[config.mk]
export PLATFORM = sky130hd
export DESIGN_NAME = vx_div_sequencer
export DESIGN_NICKNAME = d
export VERILOG_FILES = /design/src/rtl/vx_div_sequencer.sv
export SDC_FILE = /design/constraint.sdc
export NUM_CORES = 2
export LEC_CHECK = 0
export BUFFER_PORTS_ARGS = -buffer_cell sky130_fd_sc_hd__buf_2
export CORE_ASPECT_RATIO = 0.5
export CORE_UTILIZATION = 40
export CTS_BUF_LIST = sky130_fd_sc_hd__clkbuf_2 sky130_fd_sc_hd__clkbuf_4 sky130_fd_sc_hd__clkbuf_8
export CTS_CLUSTER_DIAMETER = 80
export DETAILED_ROUTE_END_ITERATION = 12
export HOLD_SLACK_MARGIN = 0.02
export PLACE_DENSITY_LB_ADDON = 0.15
export SETUP_SLACK_MARGIN = 0.4
export SLEW_MARGIN = 10
export SYNTH_ARGS = -nofsm -noshare
export SYNTH_HDL_FRONTEND = slang
export SYNTH_SLANG_ARGS = --single-unit
[constraint.sdc]
create_clock -name clock -period 16.3 [get_ports clock]
set_input_delay 3.26 -clock clock [delete_from_list [all_inputs] [get_ports clock]]
set_output_delay 3.26 -clock clock [all_outputs]
set_load 0.005 [all_outputs]
[src/rtl/vx_div_sequencer.sv]
// rtl/vx_div_sequencer.sv - signed/unsigned RV32M divide issue/retire around a pipelined divider
//
// VX_divide: unsigned divider with PIPELINE register stages and a clock enable.
//   clk, aclr, clken         clock, async active-high reset, stage enable
//   numer, denom             unsigned operands
//   quotient, remainder      results, PIPELINE enabled edges after the operands
//
// vx_div_sequencer: DIV/DIVU/REM/REMU front end for VX_divide.
//   clock, aclr                                    clock, async active-high reset
//   in_valid/in_ready/in_op/in_numer/in_denom/in_tag   request handshake
//   out_valid/out_ready/out_result/out_tag             response handshake

module VX_divide #(
    parameter int WIDTHN   = 32,
    parameter int WIDTHD   = 32,
    parameter int WIDTHQ   = 32,
    parameter int WIDTHR   = 32,
    parameter int PIPELINE = 4
) (
    input  logic              clk,
    input  logic              aclr,
    input  logic              clken,
    input  logic [WIDTHN-1:0] numer,
    input  logic [WIDTHD-1:0] denom,
    output logic [WIDTHQ-1:0] quotient,
    output logic [WIDTHR-1:0] remainder
);
    logic [WIDTHQ-1:0] q_c;
    logic [WIDTHR-1:0] r_c;
    logic [WIDTHQ-1:0] q_d [PIPELINE];
    logic [WIDTHQ-1:0] q_q [PIPELINE];
    logic [WIDTHR-1:0] r_d [PIPELINE];
    logic [WIDTHR-1:0] r_q [PIPELINE];

    // Divide-by-zero is defined here so bubbles never carry X.
    always_comb begin
        q_c = '1;
        r_c = WIDTHR'(numer);
        if (denom != '0) begin
            q_c = WIDTHQ'(numer / denom);
            r_c = WIDTHR'(numer % denom);
        end
    end

    always_comb begin
        for (int i = 0; i < PIPELINE; i++) begin
            q_d[i] = q_q[i];
            r_d[i] = r_q[i];
        end
        if (clken) begin
            q_d[0] = q_c;
            r_d[0] = r_c;
            for (int i = 1; i < PIPELINE; i++) begin
                q_d[i] = q_q[i-1];
                r_d[i] = r_q[i-1];
            end
        end
    end

    always_ff @(posedge clk or posedge aclr) begin
        if (aclr) begin
            for (int i = 0; i < PIPELINE; i++) begin
                q_q[i] <= '0;
                r_q[i] <= '0;
            end
        end else begin
            for (int i = 0; i < PIPELINE; i++) begin
                q_q[i] <= q_d[i];
                r_q[i] <= r_d[i];
            end
        end
    end

    assign quotient  = q_q[PIPELINE-1];
    assign remainder = r_q[PIPELINE-1];
endmodule

module vx_div_sequencer #(
    parameter int WIDTH    = 32,
    parameter int TAGW     = 8,
    parameter int PIPELINE = 4
) (
    input  logic             clock,
    input  logic             aclr,
    input  logic             in_valid,
    output logic             in_ready,
    input  logic [1:0]       in_op,
    input  logic [WIDTH-1:0] in_numer,
    input  logic [WIDTH-1:0] in_denom,
    input  logic [TAGW-1:0]  in_tag,
    output logic             out_valid,
    input  logic             out_ready,
    output logic [WIDTH-1:0] out_result,
    output logic [TAGW-1:0]  out_tag
);
    localparam int LAST = PIPELINE - 1;
    localparam logic [WIDTH-1:0] MIN_INT = {1'b1, {(WIDTH-1){1'b0}}};

    logic             stall;
    logic             is_signed, is_rem, neg_n, neg_d, den_zero, ovf, special;
    logic [WIDTH-1:0] abs_n, abs_d, div_denom, spec_val;
    logic [WIDTH-1:0] div_q, div_r;

    logic [PIPELINE-1:0] vld_d, vld_q, negn_d, negn_q, negd_d, negd_q, spc_d, spc_q;
    logic [TAGW-1:0]     tag_d  [PIPELINE];
    logic [TAGW-1:0]     tag_q  [PIPELINE];
    logic [1:0]          op_d   [PIPELINE];
    logic [1:0]          op_q   [PIPELINE];
    logic [WIDTH-1:0]    sval_d [PIPELINE];
    logic [WIDTH-1:0]    sval_q [PIPELINE];

    assign out_valid = vld_q[LAST];
    assign stall     = out_valid && !out_ready;
    assign in_ready  = !stall;

    // op[0]=1 selects the unsigned variants, op[1]=1 selects remainder.
    always_comb begin
        is_signed = !in_op[0];
        is_rem    = in_op[1];
        neg_n     = is_signed && in_numer[WIDTH-1];
        neg_d     = is_signed && in_denom[WIDTH-1];
        abs_n     = neg_n ? -in_numer : in_numer;
        abs_d     = neg_d ? -in_denom : in_denom;
        den_zero  = (in_denom == '0);
        ovf       = is_signed && (in_numer == MIN_INT) && (in_denom == '1);
        special   = den_zero || ovf;
        if (den_zero) begin
            spec_val = is_rem ? in_numer : '1;
        end else begin
            spec_val = is_rem ? '0 : MIN_INT;
        end
        // Specials bypass the divider; feed it a harmless divisor.
        div_denom = special ? WIDTH'(1) : abs_d;
    end

    VX_divide #(
        .WIDTHN   (WIDTH),
        .WIDTHD   (WIDTH),
        .WIDTHQ   (WIDTH),
        .WIDTHR   (WIDTH),
        .PIPELINE (PIPELINE)
    ) u_divide (
        .clk       (clock),
        .aclr      (aclr),
        .clken     (!stall),
        .numer     (abs_n),
        .denom     (div_denom),
        .quotient  (div_q),
        .remainder (div_r)
    );

    // Sideband shift pipe; freezes as a whole with the divider.
    always_comb begin
        vld_d  = vld_q;
        negn_d = negn_q;
        negd_d = negd_q;
        spc_d  = spc_q;
        for (int i = 0; i < PIPELINE; i++) begin
            tag_d[i]  = tag_q[i];
            op_d[i]   = op_q[i];
            sval_d[i] = sval_q[i];
        end
        if (!stall) begin
            vld_d[0]  = in_valid;
            negn_d[0] = neg_n;
            negd_d[0] = neg_d;
            spc_d[0]  = special;
            tag_d[0]  = in_tag;
            op_d[0]   = in_op;
            sval_d[0] = spec_val;
            for (int i = 1; i < PIPELINE; i++) begin
                vld_d[i]  = vld_q[i-1];
                negn_d[i] = negn_q[i-1];
                negd_d[i] = negd_q[i-1];
                spc_d[i]  = spc_q[i-1];
                tag_d[i]  = tag_q[i-1];
                op_d[i]   = op_q[i-1];
                sval_d[i] = sval_q[i-1];
            end
        end
    end

    always_ff @(posedge clock or posedge aclr) begin
        if (aclr) begin
            vld_q  <= '0;
            negn_q <= '0;
            negd_q <= '0;
            spc_q  <= '0;
            for (int i = 0; i < PIPELINE; i++) begin
                tag_q[i]  <= '0;
                op_q[i]   <= '0;
                sval_q[i] <= '0;
            end
        end else begin
            vld_q  <= vld_d;
            negn_q <= negn_d;
            negd_q <= negd_d;
            spc_q  <= spc_d;
            for (int i = 0; i < PIPELINE; i++) begin
                tag_q[i]  <= tag_d[i];
                op_q[i]   <= op_d[i];
                sval_q[i] <= sval_d[i];
            end
        end
    end

    always_comb begin
        out_result = '0;
        out_tag    = '0;
        if (vld_q[LAST]) begin
            out_tag = tag_q[LAST];
            if (spc_q[LAST]) begin
                out_result = sval_q[LAST];
            end else if (op_q[LAST] == 2'b00) begin
                out_result = (negn_q[LAST] ^ negd_q[LAST]) ? -div_q : div_q;
            end else if (op_q[LAST] == 2'b10) begin
                out_result = negn_q[LAST] ? -div_r : div_r;
            end else if (op_q[LAST] == 2'b01) begin
                out_result = div_q;
            end else begin
                out_result = div_r;
            end
        end
    end
endmodule

* After elaboration in Yosys (flattened, before gate mapping)
Index checks and enable logic that the tools add are counted. Widths: inputs -> output; s select.
Storage, ports and cells: bits in writable memories 0, latch bits 0, input port bits 78, word-level logic and storage cells 63, register bits 440, memories kept 0, bits in read-only memories 0
Operators by class: bitwise operators 1, reductions and logical operators 12, order comparisons 0, equality and inequality tests 4, div/mod/pow operators 2, muxes and demuxes 16, multiply operators 0, shift operators 0, $add $sub $neg 4
Operators with widths (count):
- $mux 32 | 15
- $neg 32->32 | 4
- $eq 32x32->1 const B | 2
- $div 32x32->32 | 1
- $logic_not 32->1 | 1
- $mod 32x32->32 | 1
- $reduce_bool 32->1 | 1
- $mux 8 | 1
- $logic_and 1x1->1 | 5
- $logic_not 1->1 | 3
- $eq 2x1->1 const B | 1
- $eq 2x2->1 const B | 1
- $logic_not 2->1 | 1
- $logic_or 1x1->1 | 1
- $xor 1x1->1 | 1

* Depth between registers and ports, before layout
depth after elaboration 7, mapped depth 393, mapped depth without buffers 350

* Hierarchy
A second synthesis with hierarchy kept.
Second synthesis, totals: cell total of the unflattened synthesis 6808, area, all modules 52385.2 um2
Modules (own cells, without submodules):
- VX_divide | times used 1, area each 41248.3 um2, cells an instance 5406
- vx_div_sequencer | times used 1, area each 11136.9 um2, cells an instance 1402

* Worst setup path after synthesis
Ideal clock, no wire load.
path type in2reg, start in in_numer[3], end reg u_divide.r_q[114] in the netlist's numbering, path slack -65.095 ns, setup time 0.095 ns, path buffers 56, arrival 81.299 ns, stages on the path 360, cells stage by stage or3_1 -> nor4_1 -> nand4b_1 -> o21ai_0 -> and3_1 -> and2_1 -> nand3_1 -> nor3_1 -> nor2_1 -> ha_1 -> o21ai_0 -> nand2b_1 -> or3b_2 -> a41oi_1 -> o21ba_2 -> inv_1 -> ha_1 -> o21ai_0 -> (+324 left out) -> ha_1 -> nor2b_1 -> o21ai_0 -> a21boi_0 -> o21ai_0 -> a21boi_0 -> o21ai_0 -> a41oi_1 -> a311oi_1 -> nand2b_1 -> a21oi_1 -> a211o_1 -> nand2b_1 -> clkbuf_1 -> nor2_1 -> clkbuf_1 -> nand2_1 -> o31ai_1
On the way: cells in the longest elaborated chain, start to end 7, elaborated cells between the ends (all ways) 10, classes of those cells add/sub (1); div (1); eq/ne (1); mux (3); reduce/logical (4)
Ends and longest elaborated chain:
- start: declaration | RTL line 88 | input logic [WIDTH-1:0] in_numer,
- parallel branches: the longest is 6 deep, another holds $neg 32->32
- $mux 32 (*) | RTL line 39 | if (denom != '0) begin
- end signal: indexed assignment | RTL line 69 | r_q[i] <= r_d[i];
- end: declaration | RTL line 33 | logic [WIDTHR-1:0] r_q [PIPELINE];
Every way passes the cells marked *. A chain may end at the register's enable or synchronous reset.

* Final worst setup path
start in in_denom[0], end reg u_divide.r_q[127] in the netlist's numbering
On the way: cells in the longest elaborated chain, start to end 6, elaborated cells between the ends (all ways) 10, classes of those cells add/sub (1); div (1); eq/ne (1); mux (3); reduce/logical (4)
Ends and longest elaborated chain:
- start: declaration | RTL line 89 | input logic [WIDTH-1:0] in_denom,
- parallel branches: the longest is 3 deep, another holds $neg 32->32
- $mux 32 (*) | RTL line 133 | div_denom = special ? WIDTH'(1) : abs_d;
- $mod 32x32->32 / $reduce_bool 32->1 (equally long branches) | RTL line 41, 39
- $mux 32 (*) | RTL line 39
Marked as above.

==> flow_summary_export.csv <==
group,metric,value,unit
status,outcome,"complete, but fails checks",
status,violations,"negative setup slack",
timing,relSlewSlack,20.2,%
timing,worst_slew_pin_slew,1170,ps
drt,drt-pass1-iter-count,6,
placed_design,place_hpwl,192000,um
clock_network,cts-buffers-inserted,75,
timing,setup_viol,56,
yosys,synth_ff_type,"dfrtp_1",
grt,gr-total-overflow,0,
yosys,ys_types,112,
timing,setup_slack,-51760,ps
power,switchingPower,4.52,mW
power,finalPower,10.2,mW
power,p_clk_share,10.8,%
placed_design,numPortBuffers,119,
timing,fmax,14.7,MHz
timing,hold_violations,0,
critical_path,cp-end-kind,"flip-flop",
yosys,synth_top_family_by_area,"simple AND/OR/NAND/NOR gates",
floorplan,start_util,40.4,%
placed_design,dpl.cell_count,10900,
critical_path,worstPathMaxFanout,12,
yosys,syn-instance-count,6963,
layout,nets,10200,
critical_path,path_delay_family,"compound AO/OA/AOI/OAI gates",
drt,ant_nets,0,
critical_path,reg2reg_from,"vld_q[3]$_DFFE_PP0N_",
yosys,synth_compound_area_share,24.0,%
yosys,synth_nets,7574,
grt,grt_pass1_wl,362000,um
floorplan,die-height,254,um
clock_network,cts_tree,"done",
timing,skew,44.2,ps
layout,fin_cells,11300,
layout,drive_gt1_share,41.9,%
timing,rsz0062_at_grt,"true",
floorplan,fp.dieArea,129000,um2
timing,finalMaxSlewViolations,0,
power,combinationalPowerShare,72.2,%
drt,drcViolationCount,0,
placed_design,dp_slack,-56670,ps
grt,grt_max_degree,109,
yosys,synth.area.top_cells,"dfrtp_1 22%, ha_1 13%, nand2_1 11%",
layout,multiInputGateArea,44100,um2
min_path,hp-class,"flip-flop to flip-flop",
yosys,synth_mux_area_share,2.32,%
yosys,synth-seq-cells,440,
power,sequentialPowerShare,17.0,%
power,power.internal,5.63,mW
min_path,whs_endpoint,"negd_q[1]$_DFFE_PP0N_",
critical_path,max_stage_delay,530,ps
clock_network,cts_root_buf,"clkbuf_8",
drt,drt-total-wl,249000,um
yosys,synth_area,50900,um2
floorplan,io_pins,120,
critical_path,crit_arrival,68630,ps
critical_path,cpMostUsedCell,"buf_4",
critical_path,start_kind,"input pin",
clock_network,htreeDepth,3,
grt,grt_use_total,36.7,%
floorplan,coreArea,126000,um2
yosys,synth_common_cells,"1490 x nand2_1, 594 x nor2_1, 532 x ha_1",
clock_network,cts.sinks,440,
power,ir_drop,0.0994,mV
clock_network,clk_pin_slew,60,ps
clock_network,insertion_delay,670,ps
power,switching_share,44.5,%
floorplan,die_width,507,um
drt,via_count,63700,
grt,antenna_found_initial,10,
critical_path,r2r_end,"sval_q[23]$_DFFE_PP0N_",
yosys,async_reset_ff_share,100,%
yosys,syn_avg_cell_area,7.31,um2
yosys,synth_xor_xnor_area_share,7.62,%
yosys,synth_top_area_cell,"dfrtp_1",
clock_network,clockBufferDepth,3,
drt,via_per_inst,5.62,
critical_path,crit_required,16860,ps
yosys,yosys.area_share.simple,27.2,%
timing,whs,441,ps
yosys,ys_warn_count,0,
floorplan,rows,92,
yosys,yosys.cell_count.top_type,"nand2_1",
min_path,worstHoldStart,"negd_q[0]$_DFFE_PP0N_",
yosys,synth_edf_count,0,
grt,first_global_vias,59000,
timing,finalCriticalPeriod,68060,ps
critical_path,r2r_slack,12120,ps
critical_path,timing.critical_path.buf_inv,47,
drt,drtIter0Drc,6392,
yosys,ys_seq_area_share,21.6,%
power,cellLeakagePower,40.4,nW
layout,syn_to_final_growth,61.3,%
critical_path,r2r_cells,8,
layout,nFillCells,11100,
layout,regArea,11000,um2
critical_path,crit_type,"input pin to flip-flop",
yosys,yosysTopAreaCellShare,21.6,%
yosys,synth_fa_ha_area_share,13.1,%
placed_design,gp_congestion,1.04,
drt,wire_per_inst,22.0,um
min_path,whs_path_depth,2,
job,max_cap_violations,0,
power,cellPowerDensity,124,nW/um2
timing,period_share,418,%
clock_network,hold_buffers,0,
critical_path,critPathSlowestCell,"or4b_4",
## power by group through the flow
stage | registers (mW) | clock network (mW) | logic, mW
floorplan | 1.63 | 0 | 3.59
global placement | 1.73 | 0 | 6.28
detailed placement | 1.74 | 0 | 6.30
CTS | 1.72 | 1.12 | 6.66
global route | 1.77 | 1.17 | 7.86
finish | 1.73 | 1.10 | 7.33
## per-stage QoR
step | TNS [ps] | utilization [%] | area, um2
6_report | -2244890 | 65.1 | 82100
4_1_cts | -2190190 | 61.8 | 78000
2_1_floorplan | -2288100 | - | 53400
3_5_place_dp | -2459460 | 57.5 | 72500
5_1_grt | -2347630 | 65.1 | 82100
3_3_place_gp | -2431980 | 57.5 | 72500
## tightest hold or removal path: stages (launching register included)
cell and delay (ps):
dfrtp_1 340, nand2_1 50, nand2_1 50
## worst max-delay path by stage
stage,endpoint,slack (ps),from,cells after the start
4_1_cts,u_divide.r_q[127]$_DFFE_PP0N_,-50640,in_denom[10],351
5_1_grt,u_divide.r_q[127]$_DFFE_PP0N_,-54060,in_denom[0],354
6_report,u_divide.r_q[127]$_DFFE_PP0N_,-51760,in_denom[0],344
2_1_floorplan,u_divide.r_q[125]$_DFFE_PP0N_,-52570,in_denom[2],368
3_5_place_dp,u_divide.r_q[127]$_DFFE_PP0N_,-56670,in_denom[1],335
3_3_place_gp,u_divide.r_q[127]$_DFFE_PP0N_,-56040,in_denom[10],335
## cell usage in the layout, fill, tap and decap left out, types with 48 or more instances in the layout
cell type and n:
buf_12 48, o21ai_0 208, ha_4 117, buf_2 116
a21o_1 177, nand4_1 59, o21ai_2 68, buf_4 2570
clkbuf_8 90, ha_1 408, dfrtp_1 438, o31ai_1 69
o21a_1 107, a21oi_1 339, nand2b_1 54, buf_6 88
xnor2_1 243, nand3_1 161, nor3_1 140, nor2_1 517
a31oi_1 85, a21oi_2 108, inv_1 201, nor2b_1 101
or3_1 66, xor2_1 180, nand2_1 1436, o21ai_1 48
mux2_2 48
## registers in the layout, indices dropped and copies added, names as in the netlist
| register | flops |
|---|---|
| spc_q | 4 |
| u_divide.r_q | 96 |
| u_divide.q_q | 96 |
| negd_q | 4 |
| tag_q | 32 |
| vld_q | 4 |
| op_q | 8 |
| u_divide.remainder | 32 |
| negn_q | 4 |
| sval_q | 128 |
| u_divide.quotient | 32 |
## final cells by class
class	instances	share of cell area, %
clock buffers	116	1.75
multi-input cells	5988	53.7
diodes	11	0.0335
flip-flops and latches	440	13.4
inverters	227	1.07
well taps	1692	2.58
clock inverters	18	0.290
repair buffers	2845	27.1
## layer usage
metal	up-vias	global-route usage, %	share of wire (%)
li1	30200	-	-
met1	30200	53.0	46
met2	2684	54.8	41
met3	571	6.55	9.2
met4	2	12.3	4.2
met5	-	0	0.0028
## timing repair
action,4_1_cts,5_1_grt
gates cloned,7,6
setup endpoints to repair,56,57
gates resized for setup,478,557
pin swaps,225,315
setup buffers,175,150
## logic make-up after synthesis
logic type,Yosys count
simple gates,3073
compound gates,1827
buf+inv,537
fa+ha+maj,533
xor+xnor,443
flops,440
mux,110
No activity file was read; power rests on OpenSTA's default activity.
